==> src/rtl/mc_control_pkg.sv <==
// Shared encodings for the multi-cycle MIPS control slice: opcodes, FSM states,
// ALU operation and ALU B-operand select codes.
package mc_control_pkg;

  localparam logic [5:0] OP_R   = 6'b000000;
  localparam logic [5:0] OP_LW  = 6'b100011;
  localparam logic [5:0] OP_SW  = 6'b101011;
  localparam logic [5:0] OP_BEQ = 6'b000100;
  localparam logic [5:0] OP_LUI = 6'b001111;

  typedef enum logic [3:0] {
    S_FETCH  = 4'd0,
    S_DECODE = 4'd1,
    S_MEMADR = 4'd2,
    S_MEMRD  = 4'd3,
    S_MEMWB  = 4'd4,
    S_MEMWR  = 4'd5,
    S_EXEC   = 4'd6,
    S_RWB    = 4'd7,
    S_BRANCH = 4'd8,
    S_LUIEX  = 4'd9,
    S_LUIWB  = 4'd10
  } state_t;

  localparam logic [1:0] ALU_ADD   = 2'b00;
  localparam logic [1:0] ALU_SUB   = 2'b01;
  localparam logic [1:0] ALU_FUNCT = 2'b10;
  localparam logic [1:0] ALU_LUI   = 2'b11;

  localparam logic [1:0] SRCB_RT      = 2'b00;
  localparam logic [1:0] SRCB_FOUR    = 2'b01;
  localparam logic [1:0] SRCB_IMM     = 2'b10;
  localparam logic [1:0] SRCB_IMM_SH2 = 2'b11;

  typedef struct packed {
    logic is_r;
    logic is_lw;
    logic is_sw;
    logic is_beq;
    logic is_lui;
    logic is_illegal;
  } op_dec_t;

  // States that issue a memory access and therefore wait on mem_ready.
  function automatic logic is_mem_state(input state_t s);
    return (s == S_FETCH) || (s == S_MEMRD) || (s == S_MEMWR);
  endfunction

endpackage

==> src/rtl/mc_control_op_decode.sv <==
// Opcode classifier: exact compares to a one-hot instruction class.
// Also used by the instruction tracer.
module mc_op_decode
  import mc_control_pkg::*;
(
  input  logic [5:0] i_op,
  output op_dec_t    o_dec
);

  always_comb begin
    o_dec            = '0;
    o_dec.is_r       = (i_op == OP_R);
    o_dec.is_lw      = (i_op == OP_LW);
    o_dec.is_sw      = (i_op == OP_SW);
    o_dec.is_beq     = (i_op == OP_BEQ);
    o_dec.is_lui     = (i_op == OP_LUI);
    o_dec.is_illegal = !(o_dec.is_r | o_dec.is_lw | o_dec.is_sw |
                         o_dec.is_beq | o_dec.is_lui);
  end

endmodule

==> src/rtl/mc_control.sv <==
// Multi-cycle control FSM for the shared-memory MIPS datapath (R, lw, sw, beq, lui)
// with memory ready handshake, wait-state timeout and per-instruction retire strobe.
module mc_control
  import mc_control_pkg::*;
#(
  parameter int unsigned WAIT_MAX = 15,
  parameter int unsigned CNT_W    = 8
) (
  input  logic       clk,
  input  logic       rst_n,
  input  logic [5:0] op,
  input  logic       mem_ready,
  output logic       PCWrite,
  output logic       PCWriteCond,
  output logic       IorD,
  output logic       MemRead,
  output logic       MemWrite,
  output logic       IRWrite,
  output logic       MemtoReg,
  output logic       RegDst,
  output logic       RegWrite,
  output logic       ALUSrcA,
  output logic [1:0] ALUSrcB,
  output logic       PCSource,
  output logic [1:0] ALUctr,
  output logic       instr_done,
  output logic       illegal_op,
  output logic       mem_err,
  output logic [3:0] state_dbg
);

  state_t           r_state;
  state_t           w_next;
  logic [CNT_W-1:0] r_cnt;
  op_dec_t          w_dec;
  logic             w_wait;
  logic             w_timeout;

  mc_op_decode u_dec (
    .i_op  (op),
    .o_dec (w_dec)
  );

  assign w_wait    = is_mem_state(r_state) && !mem_ready;
  assign w_timeout = w_wait && (r_cnt == CNT_W'(WAIT_MAX));
  assign state_dbg = r_state;

  // A timeout in FETCH keeps the state, so it clears the counter explicitly.
  always_ff @(posedge clk) begin
    if (!rst_n) begin
      r_state <= S_FETCH;
      r_cnt   <= '0;
    end else begin
      r_state <= w_next;
      if ((w_next != r_state) || w_timeout)
        r_cnt <= '0;
      else if (w_wait)
        r_cnt <= r_cnt + CNT_W'(1);
    end
  end

  always_comb begin
    w_next      = r_state;
    PCWrite     = 1'b0;
    PCWriteCond = 1'b0;
    IorD        = 1'b0;
    MemRead     = 1'b0;
    MemWrite    = 1'b0;
    IRWrite     = 1'b0;
    MemtoReg    = 1'b0;
    RegDst      = 1'b0;
    RegWrite    = 1'b0;
    ALUSrcA     = 1'b0;
    ALUSrcB     = SRCB_RT;
    PCSource    = 1'b0;
    ALUctr      = ALU_ADD;
    instr_done  = 1'b0;
    illegal_op  = 1'b0;
    mem_err     = 1'b0;

    case (r_state)
      S_FETCH: begin
        MemRead = 1'b1;
        ALUSrcB = SRCB_FOUR;
        IRWrite = mem_ready;
        PCWrite = mem_ready;
        if (mem_ready)
          w_next = S_DECODE;
        else if (w_timeout)
          mem_err = 1'b1;
      end
      S_DECODE: begin
        ALUSrcB = SRCB_IMM_SH2;
        if (w_dec.is_lw || w_dec.is_sw) w_next = S_MEMADR;
        else if (w_dec.is_r)            w_next = S_EXEC;
        else if (w_dec.is_beq)          w_next = S_BRANCH;
        else if (w_dec.is_lui)          w_next = S_LUIEX;
        else begin
          illegal_op = 1'b1;
          w_next     = S_FETCH;
        end
      end
      S_MEMADR: begin
        ALUSrcA = 1'b1;
        ALUSrcB = SRCB_IMM;
        if (w_dec.is_lw)      w_next = S_MEMRD;
        else if (w_dec.is_sw) w_next = S_MEMWR;
        else                  w_next = S_FETCH;
      end
      S_MEMRD: begin
        MemRead = 1'b1;
        IorD    = 1'b1;
        if (mem_ready) w_next = S_MEMWB;
        else if (w_timeout) begin
          mem_err = 1'b1;
          w_next  = S_FETCH;
        end
      end
      S_MEMWB: begin
        RegWrite   = 1'b1;
        MemtoReg   = 1'b1;
        instr_done = 1'b1;
        w_next     = S_FETCH;
      end
      S_MEMWR: begin
        MemWrite = 1'b1;
        IorD     = 1'b1;
        if (mem_ready) begin
          instr_done = 1'b1;
          w_next     = S_FETCH;
        end else if (w_timeout) begin
          mem_err = 1'b1;
          w_next  = S_FETCH;
        end
      end
      S_EXEC: begin
        ALUSrcA = 1'b1;
        ALUctr  = ALU_FUNCT;
        w_next  = S_RWB;
      end
      S_RWB: begin
        RegWrite   = 1'b1;
        RegDst     = 1'b1;
        instr_done = 1'b1;
        w_next     = S_FETCH;
      end
      S_BRANCH: begin
        ALUSrcA     = 1'b1;
        ALUctr      = ALU_SUB;
        PCWriteCond = 1'b1;
        PCSource    = 1'b1;
        instr_done  = 1'b1;
        w_next      = S_FETCH;
      end
      S_LUIEX: begin
        ALUSrcA = 1'b1;
        ALUSrcB = SRCB_IMM;
        ALUctr  = ALU_LUI;
        w_next  = S_LUIWB;
      end
      S_LUIWB: begin
        RegWrite   = 1'b1;
        instr_done = 1'b1;
        w_next     = S_FETCH;
      end
      default: w_next = S_FETCH;
    endcase

    // Reset masks every strobe so an abandoned access never writes.
    if (!rst_n) begin
      PCWrite     = 1'b0;
      PCWriteCond = 1'b0;
      IorD        = 1'b0;
      MemRead     = 1'b0;
      MemWrite    = 1'b0;
      IRWrite     = 1'b0;
      MemtoReg    = 1'b0;
      RegDst      = 1'b0;
      RegWrite    = 1'b0;
      ALUSrcA     = 1'b0;
      ALUSrcB     = '0;
      PCSource    = 1'b0;
      ALUctr      = '0;
      instr_done  = 1'b0;
      illegal_op  = 1'b0;
      mem_err     = 1'b0;
    end
  end

endmodule

==> config.mk <==
export PLATFORM = sky130hd
export DESIGN_NAME = mc_control
export DESIGN_NICKNAME = d
export VERILOG_FILES = /design/src/rtl/mc_control_pkg.sv /design/src/rtl/mc_control_op_decode.sv /design/src/rtl/mc_control.sv
export SDC_FILE = /design/constraint.sdc
export NUM_CORES = 1
export LEC_CHECK = 0
export ABC_AREA = 0
export CORE_UTILIZATION = 30
export DETAILED_ROUTE_END_ITERATION = 16
export PLACE_DENSITY = 0.64
export SYNTH_ARGS = -nofsm -noshare
export SYNTH_HDL_FRONTEND = slang
export SYNTH_SLANG_ARGS = --single-unit
==> constraint.sdc <==
create_clock -name clk -period 6.38 [get_ports clk]
set_input_delay 1.276 -clock clk [delete_from_list [all_inputs] [get_ports clk]]
set_output_delay 1.276 -clock clk [all_outputs]
set_load 0.1 [all_outputs]
==> implementation parameters, run 1 <==
Parameter                              Value

Die
  Standard-cell row count    21
  Die Ht    63.2 um
  Initial Utilization    0.324
  Total Die Area    3990 um2
  I/O pin cnt    31
  Placeable core region    3470 um2
  X dimension of the die    63.2 um

Logic synthesis
  Synth Net Count    167
  Synthesized area per cell    7.16 um2
  Count of different cell masters after synthesis    44
  Dominant cell type by area after synthesis    sky130_fd_sc_hd__dfxtp_1
  Fraction of post-synthesis cell area in the top cell type by area    0.214
  Warnings, synthesis    0
  Most area-consuming cells after synthesis    sky130_fd_sc_hd__dfxtp_1, sky130_fd_sc_hd__nor3_1, sky130_fd_sc_hd__nor2_1
  Number of standard cells after synthesis    157
  Cell area after synthesis    1120 um2
  Part of the Yosys area used for sequential elements    0.214
  Synthesis-stage register bit count    12

Final layout
  Net count reported at finish    191
  Antenna diode count    0
  Final core area utilization    0.426
  Fill count    365
  Design Area, Final    1480 um2
  Fin cells    226
  Area delta synth->final    31.5%
  Proportion of layout cells with a drive suffix above 1    0.0556

Worst setup path
  Launch instance of the worst register-to-register path    state_dbg[1]
  CP Class    in -> out
  Worst R2R Setup Slack    3.64 ns
  Worst Reg-to-Reg Cells    6
  Startpoint type of the worst setup path    input pin
  End of the worst register-to-register path    r_cnt[6]
  Required time of the critical path    5.10 ns
  CP Capture Type    primary output
  Data arrival time at the worst-slack endpoint    3.92 ns
  Maximum net fanout on the critical path    8

Clock tree
  Count of instances resized after the clock tree is built    0
  Number of hold buffers added after CTS    0
  Clock H-tree levels    1
  Clk Tree Root Cell    sky130_fd_sc_hd__clkbuf_8
  CTS tree    yes
  Later-pin clock latency in the skew report    0.24 ns
  Clock buffer depth    2
  Number of buffers added by the clock tree synthesis step    3
  CTS sink cnt    12
  Post-CTS setup buffer count    0
  Clock slew at reported path FFs    0.05 ns

Route
  Drc violations    0
  Antenna-violating nets left    0
  Total routed wirelength    2.94 mm
  Routed wire length on met3    82 um
  Vias per std cell    5.41
  Number of DRC violations after detailed-routing iteration 0    82
  Number of detailed-route iterations in the first pass    4
  Highest routed metal layer    met4
  Total via count after detailed routing    1223
  Met2 Wirelength    1.41 mm
  Wire per inst    13.0 um
  Wire length the detailed router placed on met1    1.43 mm

Worst hold path
  Hold path depth    3
  Min-Delay Startpoint    r_cnt[1]
  Hold Path Class    reg -> reg
  Hold EP    r_cnt[1]

Placed design
  Cell count after placement    222
  Count of buffers from port buffering    30
  Dpl cell area    1420 um2
  Detailed placer's ending HPWL    2.18 mm
  Routability-driven placement congestion ratio    0.915

Timing
  Fmax    0.192 GHz
  Endpoints failing setup    0
  Worst Max-Slew Pin Slew    0.973 ns
  Unrepaired setup endpoints after global routing    false
  Final worst path period share    0.815
  Worst-case clock skew    0.00419 ns
  Max-slew headroom    0.349
  Final hold viol count    0
  Accumulated negative setup slack    0 ns
  Fin crit period    5.20 ns
  Max Transition Viols Final    0

Global route
  Via count of the first global-routing pass    1157
  Global Route Usage Sum    0.155
  Global route overflow    0
  Maximum number of pins on one net before global-route repair    20
  First-pass GRT wire length    5.06 mm
  Number of antenna violations at the first check in global routing    0

Power
  LEAKAGE    0.539 nW
  Power density normalized to cell area    142 nW/um2
  Peak ir drop on the vdd network    80.6 uV

Job
  Number of violations of the max-capacitance limit    0

Status
  Outcome    complete, no violations
## worst max-delay path, cell delays in order
cell,delay [ns]
sky130_fd_sc_hd__clkdlybuf4s50_1,0.54
sky130_fd_sc_hd__nor2_1,0.34
sky130_fd_sc_hd__and4_1,0.28
sky130_fd_sc_hd__and3_4,0.20
sky130_fd_sc_hd__and2_1,0.14
sky130_fd_sc_hd__clkdlybuf4s50_1,1.13
## worst max-delay path by stage
| stage | to | slack, ns | start | depth (start not counted) |
|---|---|---|---|---|
| after floorplan | MemtoReg | 1.32 | state_dbg[2] | 4 |
| after detailed placement | mem_err | 1.20 | mem_ready | 6 |
| after CTS | mem_err | 1.17 | mem_ready | 6 |
| final | mem_err | 1.18 | mem_ready | 6 |
| after global placement | mem_err | 1.24 | mem_ready | 6 |
| after global routing | mem_err | 1.06 | mem_ready | 6 |
## sequential cells by signal (all words and copies together), names as in the netlist
name / flops
state_dbg: 4
r_cnt: 8
## cell usage in the layout (no fill, tap or decap), drive strengths merged, types with 2 or more instances in the layout
cell and instances:
clkdlybuf4s50 30, nor2 17, nor3 13, nand2 13, dfxtp 12, or3 9, o21ai 8, and2 6
nand2b 5, nand3 5, nor2b 5, nand4 5, xor2 5, a21oi 4, xnor2 4, clkbuf 4
and3 4, mux2i 4, inv 3, nor4 2, a31oi 2, o21a 2, nor4b 2
## logic make-up (layout without fill, tap and decap cells)
group / count (synthesis) / after routing / synth area share
buffers and inverters: 14 / 37 / 0.0679
multiplexers: 5 / 5 / 0.0490
flip-flops: 12 / 12 / 0.214
adder cells (fa/ha/maj): 1 / 1 / 0.0111
AND/OR/NAND/NOR: 92 / 92 / 0.447
AO/OA/AOI/OAI: 24 / 24 / 0.135
XOR/XNOR: 9 / 9 / 0.0768
## power breakdown
group | total [mW] | internal (mW) | switching, mW
registers | 0.0783 | 0.0761 | 0.00226
logic | 0.0498 | 0.0152 | 0.0346
clock network | 0.0813 | 0.0544 | 0.0269
total | 0.209 | 0.146 | 0.0638
## per-stage QoR
stage / setup WS, ns / total power, mW / hold WS (ns)
after floorplan: 1.32 / 0.116 / 0.585
after global placement: 1.24 / 0.129 / 0.614
after detailed placement: 1.20 / 0.130 / 0.617
after CTS: 1.17 / 0.211 / 0.630
after global routing: 1.06 / 0.218 / 0.691
final: 1.18 / 0.209 / 0.627
## synthesized netlist by cell type (all sizes together)
master / number
dfxtp: 12
or3: 9
nor2b: 5
inv: 3
a31oi: 2
and3: 4
clkbuf: 3
a22oi: 1
mux2: 1
o211ai: 1
a21boi: 1
mux2i: 4
nor4b: 2
nand2: 13
nor2: 17
a21o: 1
buf: 8
ha: 1
a2bb2oi: 1
nor3: 13
nand4b: 1
nand4: 5
and4: 1
and2: 6
o2111ai: 1
nor3b: 1
a311oi: 1
o21ai: 8
xor2: 5
nand2b: 5
nand3: 5
and4b: 1
nor4: 2
a21oi: 4
nor4bb: 1
or2: 1
a211oi: 1
xnor2: 4
o21a: 2
## final cells by class
type | count | area, um2 | area share
Multi-Input combinational cell | 131 | 813 | 0.550
Timing Repair Buffer | 30 | 300 | 0.203
Sequential cell | 12 | 240 | 0.163
Tap cell | 46 | 57.6 | 0.0389
Clock buffer | 4 | 55.1 | 0.0373
Inverter | 3 | 11.3 | 0.00762
## layer usage
| metal | vias to the layer above | global-route usage |
|---|---|---|
| met1 | 577 | 0.209 |
| li1 | 611 | - |
| met4 | 0 | 0.0540 |
| met2 | 33 | 0.253 |
| met3 | 2 | 0.0181 |
| met5 | - | 0 |
No activity file was read; power rests on OpenSTA's default activity.
==> run 2: changes to the inputs <==
==> constraint.sdc (replaced) <==
create_clock -name clk -period 5.1 [get_ports clk]
set_input_delay 1.02 -clock clk [delete_from_list [all_inputs] [get_ports clk]]
set_output_delay 1.02 -clock clk [all_outputs]
set_load 0.1 [all_outputs]
==> run 2 against run 1 <==
  * Die area unchanged
  * Highest routed layer unchanged
  * Global-route usage down 0.22 points
  * Sequential share of layout area up 0.67 points
  * First-iteration DRC count up 87%
  * Clock skew about the same
  * Sequential cell count unchanged
  * Largest power group is now sequential cells
  * Combinational power up 24%
  * Hold slack better by 0.0065 ns
  * Power up 17%
  * Register-to-register slack worse by 1.3 ns
  * Count of clock-buffer cells in the layout down 1
==> implementation parameters, run 2 (synthesized netlist as in run 1, its figures left out) <==
Parameter                              Value

Power
  Combinational share of power    0.252
  LEAKAGE    0.565 nW
  Reg power frac    0.402
  Peak ir drop on the vdd network    50.3 uV
  Switch Pwr    0.0794 mW
  Power density normalized to cell area    172 nW/um2
  Switching part of the total power    0.324
  Part of the power in the clock network    0.347
  Internal power    0.165 mW

Route
  Total routed wirelength    2.88 mm
  Vias per std cell    5.37
  Wire per inst    12.8 um
  Drc violations    0
  Antenna-violating nets left    0
  Number of detailed-route iterations in the first pass    4
  Number of DRC violations after detailed-routing iteration 0    153
  Total via count after detailed routing    1209

Die
  X dimension of the die    63.2 um
  Initial Utilization    0.324
  Total Die Area    3990 um2
  I/O pin cnt    31
  Die Ht    63.2 um
  Standard-cell row count    21
  Placeable core region    3470 um2

Final layout
  Multi-input gate area in the final layout    813 um2
  Leading cell type in the layout, fill and taps excluded    sky130_fd_sc_hd__buf_4
  Net count reported at finish    191
  Most flops, register    r_cnt
  Area taken by flip-flops and latches    240 um2
  Antenna diode count    0
  Area delta synth->final    26.3%
  Proportion of layout cells with a drive suffix above 1    0.151
  Max FFs per register    8
  Most used cells in the layout excluding fill and tap cells    sky130_fd_sc_hd__buf_4, sky130_fd_sc_hd__nor2_1, sky130_fd_sc_hd__nor3_1, sky130_fd_sc_hd__nand2_1
  Fill count    385

Worst setup path
  CP Capture Type    primary output
  Maximum net fanout on the critical path    8
  Cell at the slowest stage of the critical path    sky130_fd_sc_hd__clkdlybuf4s50_1
  Data arrival time at the worst-slack endpoint    2.86 ns
  Largest delay contributor family on the critical path    simple AND/OR/NAND/NOR gates
  Required time of the critical path    4.08 ns
  Sequence of cells on the critical path    clkdlybuf4s50_1 > nor2_1 > and4_1 > and3_4 > and2_1 > buf_4
  CP Class    in -> out
  Stage delay of the slowest cell on the critical path    0.55 ns
  Worst path bufs/invs    2
  Startpoint type of the worst setup path    input pin

Timing
  Final worst path period share    0.760
  Least setup slack across all paths after layout    1.22 ns
  Endpoints failing setup    0
  Post-Route Hold Slack    0.633 ns
  Fin crit period    3.88 ns
  Worst-case clock skew    0.00459 ns
  Max-slew headroom    0.349
  Final hold viol count    0
  Accumulated negative setup slack    0 ns
  Fmax    0.258 GHz
  Worst Max-Slew Pin Slew    0.973 ns
  Max Transition Viols Final    0
  Unrepaired setup endpoints after global routing    false

Clock tree
  Number of hold buffers added after CTS    0
  Clk Tree Root Cell    sky130_fd_sc_hd__clkbuf_8
  Post-CTS setup buffer count    0
  Clock buffer depth    2
  Number of buffers added by the clock tree synthesis step    3
  CTS sink cnt    12
  Later-pin clock latency in the skew report    0.24 ns
  Clock slew at reported path FFs    0.05 ns
  CTS tree    yes
  Clock H-tree levels    1
  Count of instances resized after the clock tree is built    0

Placed design
  Detailed placer's ending HPWL    2.18 mm
  Pre-CTS setup slack    1.26 ns
  Routability-driven placement congestion ratio    0.873
  Count of buffers from port buffering    30

Global route
  Number of antenna violations at the first check in global routing    0
  Global route overflow    0
  Routing layer with the top usage in global route    met2
  GR met2 Demand/Resource    0.234
  M1 GR Usage    0.217
  Maximum number of pins on one net before global-route repair    20
  First-pass GRT wire length    4.93 mm
  Global Route Usage Sum    0.153
  Via count of the first global-routing pass    1053
  Met3 GRT Util    0.0236

Job
  Number of violations of the max-capacitance limit    0

Status
  Outcome    complete, no violations

Worst hold path
  Hold Path Class    reg -> reg
==> run 2: worst min-delay path, cell delays in order (launching register included) <==
cell                      delay, ns
sky130_fd_sc_hd__dfxtp_1       0.32
sky130_fd_sc_hd__xor2_1        0.13
sky130_fd_sc_hd__or3_1         0.10
sky130_fd_sc_hd__nor3_1        0.03
==> run 2: final cells by class <==
cell class / instances / area share
clock buffer: 3 / 0.0291
inverter: 3 / 0.00794
multi-input combinational: 131 / 0.573
sequential: 12 / 0.169
tap: 46 / 0.0406
timing repair buffer: 30 / 0.180
==> run 2: through the flow <==
| stage | utilization | std cells | instance area [um2] | total power [mW] |
|---|---|---|---|---|
| after floorplan | - | 157 | 1130 | 0.145 |
| after global placement | 0.397 | 222 | 1380 | 0.161 |
| after detailed placement | 0.397 | 222 | 1380 | 0.161 |
| after CTS | 0.409 | 225 | 1420 | 0.246 |
| after global routing | 0.409 | 225 | 1420 | 0.256 |
| final | 0.409 | 225 | 1420 | 0.245 |
==> run 2: worst paths after layout <==
path | from | slack [ns] | cells past startpoint | end
worst max-delay path | mem_ready | 1.22 | 6 | mem_err
worst min-delay path | r_cnt[7] | 0.63 | 3 | r_cnt[7]
worst max register to register | state_dbg[0] | 2.39 | 6 | r_cnt[1]
worst min register to register | r_cnt[7] | 0.63 | 3 | r_cnt[7]
==> run 2: metal layers <==
layer	routed length [um]	up-vias
li1	-	608
met1	1350	541
met2	1330	55
met3	166	5
met4	34	0
met5	0	-
==> run 2: power by group through the flow <==
| stage | combinational (mW) | clock (mW) | sequential [mW] |
|---|---|---|---|
| after floorplan | 0.0431 | 0 | 0.102 |
| after global placement | 0.0609 | 0 | 0.100 |
| after detailed placement | 0.0612 | 0 | 0.100 |
| after CTS | 0.0614 | 0.0869 | 0.0981 |
| after global routing | 0.0653 | 0.0925 | 0.0985 |
| final | 0.0616 | 0.0848 | 0.0982 |
==> variant (settings of run 2) <==
The parameter `CNT_W` goes from 8 to 10.
--- a/src/rtl/mc_control.sv
+++ b/src/rtl/mc_control.sv
@@ -6,3 +6,3 @@
   parameter int unsigned WAIT_MAX = 15,
-  parameter int unsigned CNT_W    = 8
+  parameter int unsigned CNT_W    = 10
 ) (
Formal check against the unedited RTL: same outputs for any inputs over 10 cycles, from zero or initial values and one cycle with rst_n low; that may be too few to reach the edited logic, so the function may still have changed.
==> variant against run 2 <==
  * Setup slack better by 0.025 ns
  * Critical path depth down 1
  * Die area up 7.4%
  * Cell area up 7.5%
  * Wire length up 5.8%
  * Synthesized cell count up 3.2%
  * Sequential cell count up 2
  * Fmax up 0.65%
  * Count of clock-buffer cells in the layout up 1
  * Synthesized area up 7.7%
  * Sequential power up 16%
  * Final cell count up 4.0%
  * Total power up 19%
  * Critical path type unchanged
  * Largest cell class unchanged
  * Highest routed layer is now met3
==> variant: results <==
worst_hold_path:
  min_to: "r_cnt[1]"
  min_from: "r_cnt[1]"
  hold_path_depth: 2
route:
  vias_per_cell: 5.28
  drtIter0Drc: 31
  wire_per_inst_um: 13.0
cells_and_area:
  n_fill_cell: 399
  largest_reg_flops: 10
  final_area_mm2: 0.00153
  finalNonFillerCells: 234
  drive_gt1_share_pct: 17.7
  top_register: "r_cnt"
  layout.nets: 197
global_route:
  grt_usage_pct: 15.3
  grt_max_degree: 24
  grt_pass1_vias: 1085
  grt_pass1_wl_mm: 5.10
pwr:
  p_seq_share_pct: 39.3
  ir_worst_vdd_v: 0.0000628
  pg_clk_mw: 0.107
  p_seq_mw: 0.114
  power_switching_mw: 0.0900
  p_leak_nw: 0.560
place:
  dp.cells: 230
  gp_congestion: 0.797
  dpl.hpwl_mm: 2.33
  placed_area_mm2: 0.00147
setup_path:
  r2r_end: "r_cnt[5]"
  r2r_slack_ns: 2.49
  cp_top_family: "buffers and inverters"
  cpPeakStageDelay_ns: 0.49
  cp.arrival_ns: 2.83
  r2r_cells: 4
  path_max_fanout: 6
  cp_slowest_cell: "clkdlybuf4s50_1"
logic_synthesis:
  synthMuxAreaShare_pct: 0.827
  synth_xor_area_share_pct: 7.96
  syn_nets: 172
  synth_area_leaders: "dfxtp_1 (23%), nand2_1 (6.2%), nor4_1 (6.2%)"
  synthTopCellsByCount: "nand2_1 (20), nor2_1 (17), dfxtp_1 (14)"
  synth-compound-area-share_pct: 18.4
  synth_fa_ha_area_share_pct: 1.03
  ys_seq_area_share_pct: 23.2
  synth_cells: 162
  yosysUniqueCellTypes: 49
outcome:
  status: "finished, final reports clean"
timing:
  whs_ns: 0.500
  fin_worst_skew_ns: 0.000543
  relSlewSlack_pct: 26.8
  fin_ws_ns: 1.25
-- variant: changes by cell type after synthesis, moves of 2 or more --
cell | before | now
mux2i_1 | 3 | 1
inv_1 | 3 | 1
dfxtp_1 | 12 | 14
nand2_1 | 13 | 20
a31oi_1 | 2 | 0
nor3_1 | 13 | 11
a21oi_1 | 4 | 11
and2_1 | 6 | 1
nor4_1 | 2 | 12
o21ai_0 | 8 | 2
or3_1 | 9 | 1
xor2_1 | 4 | 7
-- variant: final cells by class --
cell class                      count  share of cell area, %
Multi-Input combinational cell    136                   56.9
Sequential cell                    14                   18.4
Timing Repair Buffer               30                   16.7
Tap cell                           48                   3.94
Clock buffer                        4                   3.61
Inverter                            2                  0.492
-- variant: layer usage --
metal / track usage [%] / vias to the layer above / part of all wire (%)
met5: 0 / - / 0
met4: 3.80 / 0 / 0
met3: 3.82 / 0 / 2.9
met2: 25.0 / 16 / 50
met1: 20.0 / 579 / 47
li1: - / 641 / -
